## src/rtl/genius_pkg.sv

```systemverilog
// Shared types for the Genius round engine: FSM states, playback level codes
// and the saturating two-digit BCD increment used for the score.
package genius_pkg;

    typedef enum logic [2:0] {
        S_IDLE,
        S_APPEND,
        S_SHOW,
        S_WAIT,
        S_ROUND_END,
        S_LOSE,
        S_DONE
    } state_t;

    localparam logic [1:0] L_025 = 2'b00;
    localparam logic [1:0] L_05  = 2'b01;
    localparam logic [1:0] L_1   = 2'b10;
    localparam logic [1:0] L_2   = 2'b11;

    function automatic logic [7:0] bcd_inc(input logic [7:0] v);
        if (v == 8'h99)
            return v;
        if (v[3:0] == 4'd9)
            return {v[7:4] + 4'd1, 4'd0};
        return {v[7:4], v[3:0] + 4'd1};
    endfunction

endpackage

```

## src/rtl/genius_tick_gen.sv

```systemverilog
// Playback-rate and 1 Hz tick dividers. A single clear restarts both; the
// engine only ever looks at one of them at a time, so sharing it is safe.
module genius_tick_gen
    import genius_pkg::*;
#(
    parameter int CLK_HZ = 50_000_000
) (
    input  logic       i_clk,
    input  logic       i_rst_n,
    input  logic       i_clr,
    input  logic [1:0] i_level,
    output logic       o_rate_tick,
    output logic       o_sec_tick
);

    localparam int CW   = $clog2(CLK_HZ * 4);
    localparam int HALF = (CLK_HZ / 2 > 0) ? CLK_HZ / 2 : 1;

    logic [CW-1:0] r_rate_cnt;
    logic [CW-1:0] r_sec_cnt;
    logic [CW-1:0] w_rate_top;

    always_comb begin
        case (i_level)
            L_025:   w_rate_top = CW'(CLK_HZ * 4 - 1);
            L_05:    w_rate_top = CW'(CLK_HZ * 2 - 1);
            L_1:     w_rate_top = CW'(CLK_HZ - 1);
            default: w_rate_top = CW'(HALF - 1);
        endcase
    end

    assign o_rate_tick = (r_rate_cnt == w_rate_top);
    assign o_sec_tick  = (r_sec_cnt == CW'(CLK_HZ - 1));

    always_ff @(posedge i_clk or negedge i_rst_n) begin
        if (!i_rst_n) begin
            r_rate_cnt <= '0;
            r_sec_cnt  <= '0;
        end else if (i_clr) begin
            r_rate_cnt <= '0;
            r_sec_cnt  <= '0;
        end else begin
            r_rate_cnt <= o_rate_tick ? '0 : r_rate_cnt + 1'b1;
            r_sec_cnt  <= o_sec_tick  ? '0 : r_sec_cnt + 1'b1;
        end
    end

endmodule

```

## src/rtl/genius_round_engine.sv

```systemverilog
// Genius (Simon) game core: grows a pseudo-random sequence each round, plays it
// on the LEDs, checks key presses against it and tracks timeout, round and score.
module genius_round_engine
    import genius_pkg::*;
#(
    parameter int          N_KEYS     = 4,
    parameter int          MAX_ROUNDS = 16,
    parameter int          CLK_HZ     = 50_000_000,
    parameter int          TIME_LIMIT = 5,
    parameter logic [15:0] LFSR_SEED  = 16'hACE1
) (
    input  logic                              i_CLOCK_50,
    input  logic                              i_reset_n,
    input  logic                              i_start,
    input  logic [1:0]                        i_level,
    input  logic [$clog2(MAX_ROUNDS+1)-1:0]   i_setup_rounds,
    input  logic [N_KEYS-1:0]                 i_KEY,
    output logic [N_KEYS-1:0]                 o_leds,
    output logic [$clog2(MAX_ROUNDS+1)-1:0]   o_round,
    output logic [7:0]                        o_points_bcd,
    output logic [3:0]                        o_time_left,
    output logic                              o_end_FPGA,
    output logic                              o_end_User,
    output logic                              o_end_time,
    output logic                              o_win,
    output logic                              o_match
);

    localparam int RW = $clog2(MAX_ROUNDS + 1);
    localparam int IW = (MAX_ROUNDS > 1) ? $clog2(MAX_ROUNDS) : 1;
    localparam int SW = $clog2(N_KEYS);

    state_t            r_state, w_nxt;
    logic [15:0]       r_lfsr;
    logic [SW-1:0]     r_mem [MAX_ROUNDS];
    logic [IW-1:0]     r_idx;
    logic [RW-1:0]     r_round, r_tgt;
    logic [1:0]        r_level;
    logic              r_phase;
    logic [N_KEYS-1:0] r_key_prev;
    logic [7:0]        r_points;
    logic [3:0]        r_time_left;
    logic              r_end_time, r_win, r_match;

    logic [SW-1:0]     w_sym;
    logic [N_KEYS-1:0] w_exp_onehot;
    logic [RW-1:0]     w_tgt;
    logic              w_press, w_correct, w_last, w_show_done, w_clr;
    logic              w_rate_tick, w_sec_tick;

    genius_tick_gen #(.CLK_HZ(CLK_HZ)) u_tick (
        .i_clk       (i_CLOCK_50),
        .i_rst_n     (i_reset_n),
        .i_clr       (w_clr),
        .i_level     (r_level),
        .o_rate_tick (w_rate_tick),
        .o_sec_tick  (w_sec_tick)
    );

    assign w_sym        = SW'(r_lfsr[SW-1:0] % N_KEYS);
    assign w_exp_onehot = N_KEYS'(1) << r_mem[r_idx];
    assign w_tgt        = (i_setup_rounds == '0 || i_setup_rounds > RW'(MAX_ROUNDS))
                          ? RW'(MAX_ROUNDS) : i_setup_rounds;
    // Key history follows KEY every cycle, so a key already down when WAIT opens never counts.
    assign w_press      = |(i_KEY & ~r_key_prev);
    assign w_correct    = w_press && (i_KEY == w_exp_onehot);
    assign w_last       = (RW'(r_idx) == r_round - RW'(1));
    assign w_show_done  = (r_state == S_SHOW) && w_rate_tick && r_phase && w_last;
    assign w_clr        = (r_state == S_APPEND) || w_show_done ||
                          ((r_state == S_WAIT) && w_correct);

    always_ff @(posedge i_CLOCK_50 or negedge i_reset_n) begin
        if (!i_reset_n)
            r_state <= S_IDLE;
        else
            r_state <= w_nxt;
    end

    always_comb begin
        w_nxt = r_state;
        case (r_state)
            S_IDLE, S_LOSE, S_DONE: if (i_start) w_nxt = S_APPEND;
            S_APPEND:               w_nxt = S_SHOW;
            S_SHOW:                 if (w_show_done) w_nxt = S_WAIT;
            S_WAIT: begin
                if (w_press)
                    w_nxt = !w_correct ? S_LOSE : (w_last ? S_ROUND_END : S_WAIT);
                else if (w_sec_tick && r_time_left == 4'd1)
                    w_nxt = S_LOSE;
            end
            S_ROUND_END:            w_nxt = (r_round == r_tgt) ? S_DONE : S_APPEND;
            default:                w_nxt = S_IDLE;
        endcase
    end

    always_comb begin
        o_leds     = '0;
        o_end_FPGA = 1'b0;
        o_end_User = 1'b0;
        case (r_state)
            S_SHOW:      if (!r_phase) o_leds = w_exp_onehot;
            S_WAIT:      o_end_FPGA = 1'b1;
            S_ROUND_END: o_end_User = 1'b1;
            default:     ;
        endcase
    end

    always_ff @(posedge i_CLOCK_50 or negedge i_reset_n) begin
        if (!i_reset_n) begin
            r_lfsr      <= LFSR_SEED;
            for (int i = 0; i < MAX_ROUNDS; i++) r_mem[i] <= '0;
            r_idx       <= '0;
            r_round     <= '0;
            r_tgt       <= '0;
            r_level     <= '0;
            r_phase     <= 1'b0;
            r_key_prev  <= '0;
            r_points    <= '0;
            r_time_left <= '0;
            r_end_time  <= 1'b0;
            r_win       <= 1'b0;
            r_match     <= 1'b0;
        end else begin
            // Free-running so the moment of start seeds the sequence.
            r_lfsr     <= r_lfsr[0] ? ((r_lfsr >> 1) ^ 16'hB400) : (r_lfsr >> 1);
            r_key_prev <= i_KEY;
            r_match    <= 1'b0;
            case (r_state)
                S_IDLE, S_LOSE, S_DONE: begin
                    if (i_start) begin
                        r_level     <= i_level;
                        r_tgt       <= w_tgt;
                        r_points    <= '0;
                        r_end_time  <= 1'b0;
                        r_win       <= 1'b0;
                        r_time_left <= '0;
                        r_round     <= RW'(1);
                    end
                end
                S_APPEND: begin
                    r_mem[IW'(r_round - RW'(1))] <= w_sym;
                    r_idx   <= '0;
                    r_phase <= 1'b0;
                end
                S_SHOW: begin
                    if (w_rate_tick) begin
                        r_phase <= ~r_phase;
                        if (r_phase) begin
                            if (w_last) begin
                                r_idx       <= '0;
                                r_time_left <= 4'(TIME_LIMIT);
                            end else begin
                                r_idx <= r_idx + 1'b1;
                            end
                        end
                    end
                end
                S_WAIT: begin
                    // A press in the same cycle as the last second tick takes priority.
                    if (w_press) begin
                        if (w_correct) begin
                            r_match     <= 1'b1;
                            r_points    <= bcd_inc(r_points);
                            r_time_left <= 4'(TIME_LIMIT);
                            if (!w_last) r_idx <= r_idx + 1'b1;
                        end
                    end else if (w_sec_tick) begin
                        if (r_time_left == 4'd1) begin
                            r_time_left <= '0;
                            r_end_time  <= 1'b1;
                        end else begin
                            r_time_left <= r_time_left - 4'd1;
                        end
                    end
                end
                S_ROUND_END: begin
                    if (r_round == r_tgt)
                        r_win <= 1'b1;
                    else
                        r_round <= r_round + RW'(1);
                end
                default: ;
            endcase
        end
    end

    assign o_round      = r_round;
    assign o_points_bcd = r_points;
    assign o_time_left  = r_time_left;
    assign o_end_time   = r_end_time;
    assign o_win        = r_win;
    assign o_match      = r_match;

endmodule
```

## config.mk

```make
export PLATFORM = sky130hd
export DESIGN_NAME = genius_round_engine
export DESIGN_NICKNAME = d
export VERILOG_FILES = /design/src/rtl/genius_pkg.sv /design/src/rtl/genius_tick_gen.sv /design/src/rtl/genius_round_engine.sv
export SDC_FILE = /design/constraint.sdc
export NUM_CORES = 1
export LEC_CHECK = 0
export ABC_CLOCK_PERIOD_IN_PS = 8100
export CAP_MARGIN = 20
export CORE_MARGIN = 2
export CORE_UTILIZATION = 50
export CTS_CLUSTER_DIAMETER = 40
export CTS_CLUSTER_SIZE = 24
export DETAILED_ROUTE_END_ITERATION = 10
export PLACE_DENSITY = 0.79
export SETUP_SLACK_MARGIN = 0.5
export SLEW_MARGIN = 20
export SYNTH_ARGS = -nofsm -noshare
export SYNTH_HDL_FRONTEND = slang
export SYNTH_SLANG_ARGS = --single-unit
```

## constraint.sdc

```tcl
create_clock -name i_CLOCK_50 -period 8.1 [get_ports i_CLOCK_50]
set_input_delay 1.215 -clock i_CLOCK_50 [delete_from_list [all_inputs] [get_ports i_CLOCK_50]]
set_output_delay 1.215 -clock i_CLOCK_50 [all_outputs]
set_load 0.01 [all_outputs]
```

==> impl_metrics.toml, run 1 <==
[worst_hold_path]
hold_path_class = "register to register"

[place]
dpl_cell_area_mm2 = 0.00789
dp_hpwl_mm = 10.5
place.gp.congestion = 0.855
dp_cells = 918
port_buffers = 39

[worst_setup_path]
r2r_slack_ns = 4.31
cp-startpoint = "r_idx[0]"
crit_path_end_kind = "output pin"
critPathArrivalTime_ns = 3.21
path_max_fanout = 13
critPathKind = "register to output pin"
cp.required_ns = 6.88
reg2reg_to = "u_tick.r_rate_cnt[20]"
cp-start-kind = "register"
endpoint = "o_leds[2]"
r2r-start = "r_idx[0]"
reg2regPathDepth = 8

[timing]
finalHoldViolCount = 0
setup-violations-final = 0
fin_crit_sh_pct = 54.6
timing_worst_slew_pin_value_ns = 0.974
slew_violations = 0
maxSlewHeadroom_pct = 35.1
max_clock_freq_ghz = 0.226
tns_ns = 0
period_needed_ns = 4.42
skew_ns = 0.00690
rsz0062_at_grt = "false"

[final_layout]
drive_above_1_share_pct = 12.5
fin_nets = 783
area_growth_syn_to_layout_pct = 16.4
stdcell_area_mm2 = 0.00859
insertedDiodeCount = 0
layout_common_cells = "dfrtp_1 (135), nor2_1 (102), nand2_1 (63)"
layout_commonest_cell = "dfrtp_1"
stdcell_count = 950

[logic_synthesis]
yosysWarningCount = 0
yosysSeqAreaShare_pct = 48.6
syn_inst = 714
yosysUniqueCellTypes = 65
synth-seq-cells = 143
syn_avg_cell_area_um2 = 10.3
ys.flop_type = "dfrtp_1"
syn-cell-area_mm2 = 0.00738
async_flop_share_pct = 100
synth_edf_count = 0
synth_nets = 744

[route]
drt_iter0_markers = 328
ant_nets = 0
vias_per_cell = 5.68
drt_pass1_iterations = 5
drc = 0
vias = 5394
wire_per_inst_um = 16.2
drt-total-wl_mm = 15.4

[clock_network]
cts_tree = "built"
cts.sinks = 143
cts_resized = 0
cts_root_buffer = "clkbuf_16"
clk_latency_ns = 0.42
ctsHoldBuffers = 0
htreeDepth = 4
cts_made_buffers = 17
path_clk_slew_ns = 0.06
post-cts-setup-buffer-count = 0
cts_max_path_buffers = 2

[global_routing]
grt-ovfl-total = 0
grt_pass1_vias = 5391
grt_max_degree = 81
grt_pass1_wl_mm = 26.3
antenna_found_initial = 0
grt_usage_pct = 20.6

[floorplan]
ios = 40
die_h_um = 125
start_util_pct = 51.0
fp-row-count = 44
core-area_mm2 = 0.0145
die_x_um = 125
dieArea_mm2 = 0.0157

[run_status]
run_status = "complete, no violations"

[power_and_ir_drop]
finalPower_mw = 2.47
powerDensity_mw_per_mm2 = 287
leakagePower_nw = 3.86
irDropWorstVdd_uv = 185

[run]
maxCapViolations = 0
## worst max-delay path, stage by stage, from the launching register on
cell,delay [ns]
dfrtp_1,0.75
mux4_1,0.63
a22o_1,0.22
nor2_1,0.37
nand2_1,0.11
nor3_1,0.15
clkdlybuf4s50_1,0.56
## registers in the layout, summed over array words and instances, names as in the netlist, 4 cells and up
| register | count |
|---|---|
| r_idx | 4 |
| u_tick.r_sec_cnt | 28 |
| u_tick.r_rate_cnt | 28 |
| o_round | 5 |
| o_points_bcd | 8 |
| r_key_prev | 4 |
| r_lfsr | 16 |
| r_mem | 32 |
| o_time_left | 4 |
| r_tgt | 5 |
## metrics by stage
step	util [%]	hold slack, ns	setup slack (ns)
floorplan	-	0.331	4.98
global placement	54.5	0.336	4.09
detailed placement	54.5	0.336	3.96
CTS	59.3	0.352	3.63
global route	59.3	0.363	3.43
finish	59.3	0.348	3.68
## synthesized netlist by cell type, types with 12 or more instances
master,number,share of area (%)
dfrtp_1,135,46
nor2_1,103,5.2
nand2_1,63,3.2
nand3_1,47,3.2
xor2_1,37,4.4
mux2_2,34,5.2
xnor2_1,32,3.8
inv_1,23,1.2
and3_1,19,1.6
o21ai_0,17,1.2
ha_1,16,2.7
clkbuf_1,14,0.71
nand2b_1,14,1.2
a21oi_1,12,0.81
nor3_1,12,0.81
## cell type report
class,count,area (um^2)
Fill cell,1176,5890
Clock inverter,10,205
Timing Repair Buffer,42,418
Multi-Input combinational cell,525,3570
Sequential cell,143,3590
Clock buffer,22,484
Tap cell,184,230
Inverter,24,90.1
## per-layer routing
metal | vias to the layer above | GRT usage, % | share of wire (%)
met3 | 26 | 5.05 | 3.4
met5 | - | 0 | 0
met4 | 0 | 8.17 | 2.2
li1 | 2590 | - | -
met2 | 100 | 33.5 | 49
met1 | 2678 | 26.5 | 45
## power by group
group	total (mW)	switching, mW	internal [mW]
logic	0.652	0.388	0.264
clock network	0.901	0.292	0.609
registers	0.916	0.130	0.786
total	2.47	0.810	1.66
## cells by family (layout without fill, tap and decap cells)
logic type | count (synthesis) | after routing | synth area share (%)
adder cells (fa/ha/maj) | 16 | 16 | 2.71
buffers and inverters | 46 | 98 | 3.00
flip-flops | 143 | 143 | 48.6
AO/OA/AOI/OAI | 85 | 85 | 8.88
AND/OR/NAND/NOR | 307 | 307 | 20.0
XOR/XNOR | 69 | 69 | 8.19
multiplexers | 48 | 48 | 8.55
## worst min-delay path by stage
| stage | start | endpoint | slack [ns] | depth (start not counted) |
|---|---|---|---|---|
| global placement | r_lfsr[2] | r_lfsr[1] | 0.34 | 0 |
| CTS | r_lfsr[12] | r_lfsr[11] | 0.35 | 0 |
| global route | r_lfsr[6] | r_lfsr[5] | 0.36 | 0 |
| floorplan | r_lfsr[2] | r_lfsr[1] | 0.33 | 0 |
| detailed placement | r_lfsr[2] | r_lfsr[1] | 0.34 | 0 |
| finish | r_lfsr[12] | r_lfsr[11] | 0.35 | 0 |
(Power assumes the default switching activity.)
==> run 2, diff against run 1 <==
ABC_CLOCK_PERIOD_IN_PS = 3700   (was 8100)
PLACE_DENSITY = 0.82   (was 0.79)
clock period = 3.7 ns   (was 8.1 ns; I/O delays follow)
==> impl_metrics.toml, run 2 (synthesis gave the netlist of run 1 again) <==
[power_and_ir_drop]
swShare_pct = 34.8
intPower_mw = 3.32
irDropWorstVdd_uv = 558
switchingPower_mw = 1.77
finalPower_mw = 5.10
pwr-share-comb_pct = 30.3
seqPwrFrac_pct = 38.7
leakagePower_nw = 3.90
pwr-share-clk_pct = 31.0
powerDensity_mw_per_mm2 = 596

[run]
maxCapViolations = 0

[worst_setup_path]
cp.required_ns = 3.14
critPathArrivalTime_ns = 2.53
critical_path.slowest_cell = "mux4_2"
max_stage_delay_ns = 0.53
crit_chain = "buf_4 -> mux4_2 -> a22oi_2 -> and2_1 -> nand2_1 -> nor3_2 -> dlygate4sd2_1"
crit_path_end_kind = "output pin"
path_max_fanout = 5
cp-start-kind = "register"
critPathKind = "register to output pin"
crit_buf_inv = 2
r2r_slack_ns = 0.64
critPathTopFamily = "multiplexers"

[floorplan]
die_x_um = 125
fp-row-count = 44
dieArea_mm2 = 0.0157
ios = 40
start_util_pct = 51.0
core-area_mm2 = 0.0145
die_h_um = 125

[final_layout]
regArea_mm2 = 0.00359
fin_nets = 794
layout_commonest_cell = "dfrtp_1"
multi_input_area_mm2 = 0.00359
area_growth_syn_to_layout_pct = 15.9
largest_register_ff_count = 32
stdcell_area_mm2 = 0.00855
drive_above_1_share_pct = 13.9
largest_register = "r_mem"
layout_common_cells = "dfrtp_1 (133), nor2_1 (102), nand2_1 (63)"
stdcell_count = 961
final_util_pct = 59.1
insertedDiodeCount = 0
top_regs = "r_mem x32, u_tick.r_rate_cnt x28, u_tick.r_sec_cnt x28"
fillCellCount = 1144

[place]
port_buffers = 39
dp_cells = 924
preCtsSetupSlack_ns = 0.298
dp_hpwl_mm = 10.5
dpl_cell_area_mm2 = 0.00795
place.gp.congestion = 0.843

[route]
drt_pass1_iterations = 5
ant_nets = 0
wire_per_inst_um = 16.1
vias_per_cell = 5.66
drt-total-wl_mm = 15.5
drt_iter0_markers = 457
vias = 5435
drc = 0

[timing]
period_needed_ns = 3.08
whs_ns = 0.125
rsz0062_at_grt = "false"
tns_ns = 0
skew_ns = 0.00803
maxSlewHeadroom_pct = 55.7
finalHoldViolCount = 0
fin_ws_ns = 0.618
setup-violations-final = 0
fin_crit_sh_pct = 83.3
timing_worst_slew_pin_value_ns = 0.665
max_clock_freq_ghz = 0.324
slew_violations = 0

[clock_network]
path_clk_slew_ns = 0.06
cts_root_buffer = "clkbuf_16"
cts_made_buffers = 17
cts.sinks = 143
ctsHoldBuffers = 0
cts_max_path_buffers = 2
clk_latency_ns = 0.43
htreeDepth = 4
cts_tree = "built"

[global_routing]
antenna_found_initial = 0
grt_max_degree = 73
grt_pass1_vias = 5417
grt_usage_pct = 21.0
grt_pass1_wl_mm = 26.7
grt-ovfl-total = 0

[worst_hold_path]
hold_path_class = "input port to async pin"

[run_status]
run_status = "complete, no violations"
==> run 2: layout make-up <==
type                    count  area share [%]
well taps                 184            2.69
clock inverters             8           0.761
repair buffers             53            5.94
flip-flops and latches    143            42.0
multi-input cells         525            41.9
inverters                  24            1.05
clock buffers              24            5.63
==> run 2: repair_timing <==
action / CTS / global route
setup buffers: 2 / 3
endpoints found under the setup margin: 61 / 60
gates resized for setup: 8 / 3
==> run 2: power by group through the flow <==
stage | clock (mW) | sequential, mW | combinational, mW
final | 1.58 | 1.97 | 1.55
after global routing | 1.68 | 2.00 | 1.71
after CTS | 1.60 | 1.97 | 1.52
after detailed placement | 0 | 2.01 | 1.48
after global placement | 0 | 1.99 | 1.45
after floorplan | 0 | 1.91 | 1.14
==> run 2: worst reg2reg max path, cell delays in order (launching register included) <==
cell      delay [ns]
dfrtp_2         0.43
buf_4           0.19
mux4_2          0.54
a22oi_2         0.19
nand2_2         0.12
a2111o_1        0.45
a31o_4          0.30
a221oi_4        0.36
o21ai_1         0.13
a22o_1          0.24
==> run 2: path summary, 6_finish.rpt <==
check,endpoint,from,depth (start not counted)
min in group i_CLOCK_50,r_lfsr[8],r_lfsr[9],0
min,u_tick.r_rate_cnt[22],i_reset_n,1
min reg2reg,r_lfsr[8],r_lfsr[9],0
max reg2reg,o_time_left[3],r_idx[0],9
max,o_leds[0],r_idx[0],7
max in group asynchronous,r_lfsr[5],i_reset_n,2
==> run 2: per-layer routing <==
layer | wire length [um] | up-vias | global-route usage (%)
met5 | 0 | - | 0
met3 | 625 | 24 | 5.35
met1 | 6840 | 2667 | 27.5
met4 | 292 | 0 | 7.71
met2 | 7700 | 135 | 33.9
li1 | - | 2609 | -
